===== src/rtl/riscv_dmem_misalign_pkg.sv =====
// Shared types for the data-side misaligned-access handler: bus size/protection
// encodings, the misalignment-mode constants and the split FSM state encoding.
package riscv_dmem_misalign_pkg;

  typedef enum logic [1:0] {
    BIU_BYTE  = 2'd0,
    BIU_HWORD = 2'd1,
    BIU_WORD  = 2'd2,
    BIU_DWORD = 2'd3
  } biu_size_t;

  typedef logic [2:0] biu_prot_t;

  localparam int MISALIGN_TRAP  = 0;
  localparam int MISALIGN_SPLIT = 1;

  typedef enum logic [1:0] {
    ST_IDLE  = 2'd0,
    ST_SPLIT = 2'd1,
    ST_RESP  = 2'd2
  } misalign_state_t;

endpackage


===== src/rtl/riscv_dmem_misalign_detect.sv =====
// Combinational misalignment flag: the address is not a multiple of the access size.
module riscv_dmem_misalign_detect
  import riscv_dmem_misalign_pkg::*;
(
  input  logic [2:0] adr_lsb_i,
  input  biu_size_t  size_i,
  output logic       misaligned_o
);

  // NOTE: every path assigns misaligned_o, so no latch is inferred.
  always_comb begin
    case (size_i)
      BIU_BYTE:  misaligned_o = 1'b0;
      BIU_HWORD: misaligned_o = adr_lsb_i[0];
      BIU_WORD:  misaligned_o = |adr_lsb_i[1:0];
      default:   misaligned_o = |adr_lsb_i;
    endcase
  end

endmodule


===== src/rtl/riscv_dmem_misalign.sv =====
// Data-side misaligned-access handler: aligned requests pass straight through,
// misaligned ones either trap or are split into byte accesses merged into one response.
module riscv_dmem_misalign
  import riscv_dmem_misalign_pkg::*;
#(
  parameter int XLEN = 32,
  parameter int MODE = MISALIGN_SPLIT
) (
  input  logic            clk_i,
  input  logic            rst_ni,
  input  logic            req_i,
  input  logic [XLEN-1:0] adr_i,
  input  biu_size_t       size_i,
  input  logic            lock_i,
  input  biu_prot_t       prot_i,
  input  logic            we_i,
  input  logic [XLEN-1:0] d_i,
  output logic [XLEN-1:0] q_o,
  output logic            ack_o,
  output logic            err_o,
  output logic            misaligned_o,
  output logic            stall_o,
  output logic            req_o,
  output logic [XLEN-1:0] adr_o,
  output biu_size_t       size_o,
  output logic            lock_o,
  output biu_prot_t       prot_o,
  output logic            we_o,
  output logic [XLEN-1:0] d_o,
  input  logic [XLEN-1:0] q_i,
  input  logic            ack_i,
  input  logic            err_i
);

  localparam int BPW = XLEN / 8;
  localparam int LW  = $clog2(BPW);
  localparam int CW  = LW + 1;

  misalign_state_t r_state;
  logic [CW-1:0]   r_cnt;
  logic [CW-1:0]   r_last;
  logic [XLEN-1:0] r_base;
  logic [XLEN-1:0] r_d;
  logic [XLEN-1:0] r_merge;
  biu_prot_t       r_prot;
  logic            r_we;
  logic            r_trap;
  logic            r_err;

  logic            w_mis;
  logic            w_idle;
  logic            w_up;
  logic            w_pass;
  logic            w_trap;
  logic            w_split;
  logic [CW-1:0]   w_last;
  logic [XLEN-1:0] w_byte_adr;
  logic [LW-1:0]   w_lane;

  riscv_dmem_misalign_detect u_detect (
    .adr_lsb_i    (adr_i[2:0]),
    .size_i       (size_i),
    .misaligned_o (w_mis)
  );

  // A trap or split-error pulse is answering the still-held request; it must not be resampled.
  assign w_idle  = (r_state == ST_IDLE);
  assign w_up    = w_idle && req_i && !r_trap && !r_err;
  assign w_pass  = w_up && !w_mis;
  assign w_trap  = w_up && w_mis && ((MODE == MISALIGN_TRAP) || lock_i);
  assign w_split = w_up && w_mis && (MODE != MISALIGN_TRAP) && !lock_i;

  assign w_byte_adr = r_base + XLEN'(r_cnt);
  assign w_lane     = w_byte_adr[LW-1:0];

  always_comb begin
    case (size_i)
      BIU_BYTE:  w_last = CW'(0);
      BIU_HWORD: w_last = CW'(1);
      BIU_WORD:  w_last = CW'(3);
      default:   w_last = CW'(7);
    endcase
  end

  // NOTE: the capture registers are only read in SPLIT/RESP, which reset never enters, so they need no reset.
  always_ff @(posedge clk_i) begin
    if (w_split) begin
      r_base <= adr_i;
      r_last <= w_last;
      r_we   <= we_i;
      r_prot <= prot_i;
      r_d    <= d_i;
    end
  end

  // NOTE: sequential state uses non-blocking assignments so every register samples pre-edge values.
  always_ff @(posedge clk_i) begin
    if (!rst_ni) begin
      r_state <= ST_IDLE;
      r_cnt   <= '0;
      r_merge <= '0;
      r_trap  <= 1'b0;
      r_err   <= 1'b0;
    end else begin
      r_trap <= w_trap;
      r_err  <= 1'b0;
      case (r_state)
        ST_IDLE: begin
          if (w_split) begin
            r_cnt   <= '0;
            r_merge <= '0;
            r_state <= ST_SPLIT;
          end
        end
        ST_SPLIT: begin
          if (err_i) begin
            r_err   <= 1'b1;
            r_state <= ST_IDLE;
          end else if (ack_i) begin
            r_merge[w_lane*8 +: 8] <= q_i[w_lane*8 +: 8];
            r_cnt                  <= r_cnt + CW'(1);
            if (r_cnt == r_last) r_state <= ST_RESP;
          end
        end
        ST_RESP: r_state <= ST_IDLE;
        default: r_state <= ST_IDLE;
      endcase
    end
  end

  always_comb begin
    req_o        = w_pass;
    adr_o        = adr_i;
    size_o       = size_i;
    lock_o       = lock_i;
    prot_o       = prot_i;
    we_o         = we_i;
    d_o          = d_i;
    q_o          = q_i;
    ack_o        = w_pass && ack_i;
    err_o        = (w_pass && err_i) || r_trap || r_err;
    misaligned_o = r_trap;
    case (r_state)
      ST_SPLIT: begin
        req_o  = 1'b1;
        adr_o  = w_byte_adr;
        size_o = BIU_BYTE;
        lock_o = 1'b0;
        prot_o = r_prot;
        we_o   = r_we;
        d_o    = r_d;
        ack_o  = 1'b0;
        err_o  = 1'b0;
      end
      ST_RESP: begin
        req_o = 1'b0;
        q_o   = r_merge;
        ack_o = 1'b1;
        err_o = 1'b0;
      end
      default: ;
    endcase
    stall_o = !w_idle || (req_i && !ack_o && !err_o);
  end

endmodule


===== config.mk =====
export PLATFORM = sky130hd
export DESIGN_NAME = riscv_dmem_misalign
export DESIGN_NICKNAME = d
export VERILOG_FILES = /design/src/rtl/riscv_dmem_misalign_pkg.sv /design/src/rtl/riscv_dmem_misalign_detect.sv /design/src/rtl/riscv_dmem_misalign.sv
export SDC_FILE = /design/constraint.sdc
export NUM_CORES = 1
export LEC_CHECK = 0
export ABC_AREA = 1
export CAP_MARGIN = 20
export CORE_MARGIN = 10
export CORE_UTILIZATION = 65
export DETAILED_ROUTE_END_ITERATION = 12
export DONT_BUFFER_PORTS = 1
export PLACE_DENSITY = 0.81
export SKIP_LAST_GASP = 1
export SYNTH_ARGS = -nofsm -noshare
export SYNTH_HDL_FRONTEND = slang
export SYNTH_HIERARCHICAL = 1
export SYNTH_SLANG_ARGS = --single-unit

===== constraint.sdc =====
create_clock -name clk_i -period 7.8 [get_ports clk_i]
set_input_delay 0.78 -clock clk_i [delete_from_list [all_inputs] [get_ports clk_i]]
set_output_delay 0.78 -clock clk_i [all_outputs]
set_load 0.02 [all_outputs]

==> results_dict.tcl <==
set metrics [dict create \
    fin_skew_ps 13.1 \
    setup_viol 0 \
    ys_async_sr_fraction_pct 0 \
    post-cts-setup-buffer-count 0 \
    regArea_mm2 0.00291 \
    hold_path_class "primary input to flip-flop" \
    avgViaCountPerCell 5.34 \
    p_sw_mw 1.18 \
    leakagePower_nw 3.22 \
    status "finished, final reports clean" \
    cts_resized 0 \
    dp_cells 1109 \
    synth-main-ff-cell "edfxtp_1" \
    die_y_um 122 \
    synth_area_leaders "edfxtp_1 31%, nand2_1 24%, dfxtp_1 11%" \
    relSlewSlack_pct 34.6 \
    rsz0062_at_grt "no" \
    final_cell_area_mm2 0.00703 \
    multi_input_area_mm2 0.00337 \
    wire_per_inst_um 16.0 \
    total_power_mw 2.31 \
    antenna_cells_inserted 0 \
    antenna_found_initial 0 \
    final-max-slew-violation-count 0 \
    synth_top_area_share_pct 31.3 \
    cts_hold_buf 0 \
    clock-sinks 110 \
    firstDrtPassIters 7 \
    grt_max_degree 73 \
    p_per_area_mw_per_mm2 329 \
    grt_pass1_wl_um 28000 \
    grt_overflow 0 \
    postSynthAreaPerCell_um2 6.75 \
    die_w_um 122 \
    power_frac_clock_pct 15.5 \
    drive_gt1_share_pct 3.44 \
    fin_crit_sh_pct 46.6 \
    required_ps 7020 \
    cp-start-kind "flip-flop" \
    place_area_mm2 0.00683 \
    stdcell_count 1125 \
    synth-edff-count 71 \
    max_freq_ghz 0.275 \
    syn_area_mm2 0.00681 \
    drv_cap 0 \
    synth_top_area_cell "edfxtp_1" \
    dp_hpwl_um 13700 \
    area_growth_pct 3.29 \
    rows 37 \
    critPathMaxFanout 19 \
    arrival_ps 2860 \
    crit_path_cell_trace "ha_1 -> fa_1 -> inv_1 -> o21ai_0" \
    ctsHtreeMaxLevel 3 \
    syn_inst 1009 \
    clkLatencyLatePin_ps 390 \
    p_comb_share_pct 52.3 \
    first_iter_violations 551 \
    port_buffers 0 \
    cts_inserted_buffers 9 \
    ant_nets 0 \
    routed_wl_um 18000 \
    initial_utilization_pct 66.3 \
    ys_seq_area_share_pct 42.8 \
    synth_warnings 6 \
    globalplace.congestion 0.962 \
    ir_worst_vdd_uv 266 \
    ys_ff_latch 110 \
    tightest_slew_ps 982 \
    p_seq_share_pct 32.2 \
    drc_errors 0 \
    cpPeakStageDelay_ps 930 \
    finalHoldViolCount 0 \
    clk_pin_slew_ps 110 \
    switching_share_pct 51.2 \
    grt_usage_pct 23.3 \
    ys_types 32 \
    core_mm2 0.0103 \
    intPower_mw 1.13 \
    path_delay_family "adder cells" \
    finalNetCount 1107 \
    fp.dieArea_mm2 0.0150 \
    cp_slowest_cell "fa_1" \
    cts-root-buf "clkbuf_8" \
    syn_nets 1132 \
    nFillCells 928 \
    cts_tree "done" \
    boundaryPins 216 \
    path_buf_inv 1 \
    hold_slack_ps 474 \
    tns_ps 0 \
    vias 6005 \
    post-route-min-period_ps 3640 \
    clockBufferDepth 2 \
    worst-setup-path-type "flip-flop to output port" \
    first_global_vias 5531 \
    critPathCaptureType "output port" \
]
[cell type report]
class	count	area share, %
Clock buffer	9	1.76
Clock inverter	7	1.14
Inverter	93	4.96
Multi-Input combinational cell	766	47.9
Sequential cell	110	41.4
Tap cell	136	2.42
Timing Repair Buffer	4	0.427
[worst reg2reg max path: cells and delay by family (launching register included)]
kind	cells	cell delay [ps]
DFF	1	400
adders and majority gates	3	1130
buffers and inverters	2	720
and+or+nand+nor	3	620
AOI/OAI and AO/OA	2	380
[cell usage after synthesis (all sizes together) (13+ instances only)]
library cell  count
edfxtp           71
nand4            14
clkbuf           27
buf              13
a21oi            20
nand2           439
ha               14
dfxtp            39
nand3            41
inv              92
nor2            154
o21ai            47
[flip-flops by register name, summed over array words and instances (netlist names)]
register,cells
r_we,1
r_err,1
r_d,32
r_prot,3
misaligned_o,1
r_cnt,3
r_merge,32
r_base,32
r_state,2
r_last,3
[layout by cell type (no fill, tap or decap), types with 11 or more instances in the layout]
| cell | Yosys | routed |
|---|---|---|
| a21oi_1 | 19 | 19 |
| dfxtp_1 | 39 | 39 |
| edfxtp_1 | 71 | 71 |
| ha_1 | 14 | 12 |
| inv_1 | 91 | 90 |
| nand2_1 | 438 | 438 |
| nand3_1 | 38 | 38 |
| nand3b_1 | 11 | 11 |
| nand4_1 | 14 | 14 |
| nor2_1 | 153 | 153 |
| o21ai_0 | 47 | 47 |
[cell families after synthesis]
kind of cell | Yosys count | synth area share, %
and+or+nand+nor | 668 | 39.5
buffers and inverters | 133 | 7.84
DFF | 110 | 42.8
AOI/OAI and AO/OA | 71 | 5.48
adders and majority gates | 15 | 2.87
xor gates and xnor gates | 12 | 1.54
[stage by stage]
stage,utilization [%],setup WS [ps]
6_report,68.4,4160
3_3_place_gp,66.5,4600
2_1_floorplan,-,4870
4_1_cts,68.4,4120
3_5_place_dp,66.5,4560
5_1_grt,68.4,4000
[power by group through the flow]
| stage | Clock, mW | Sequential, mW | Combinational, mW |
|---|---|---|---|
| 6_report | 0.358 | 0.745 | 1.21 |
| 5_1_grt | 0.389 | 0.754 | 1.35 |
| 4_1_cts | 0.366 | 0.745 | 1.22 |
| 3_5_place_dp | 0 | 0.757 | 1.21 |
| 3_3_place_gp | 0 | 0.756 | 1.20 |
| 2_1_floorplan | 0 | 0.748 | 1.04 |
[final timing paths]
kind,depth (start not counted),slack [ps],to,startpoint
worst max register to register,10,4480,r_merge[3]$_SDFFE_PN0P_,r_base[0]$_DFFE_PP_
worst max-delay path,4,4160,adr_o[1],r_base[0]$_DFFE_PP_
worst min register to register,4,520,r_merge[10]$_SDFFE_PN0P_,r_merge[10]$_SDFFE_PN0P_
worst min-delay path,0,470,r_d[25]$_DFFE_PP_,d_i[25]
[routing by layer]
layer	global-route usage [%]	part of all wire [%]	vias to the layer above
met5	0	0	-
met4	5.60	1.2	0
met3	10.4	13	20
met2	35.3	44	279
met1	30.1	42	2609
li1	-	-	3097
(Power assumes the default switching activity.)
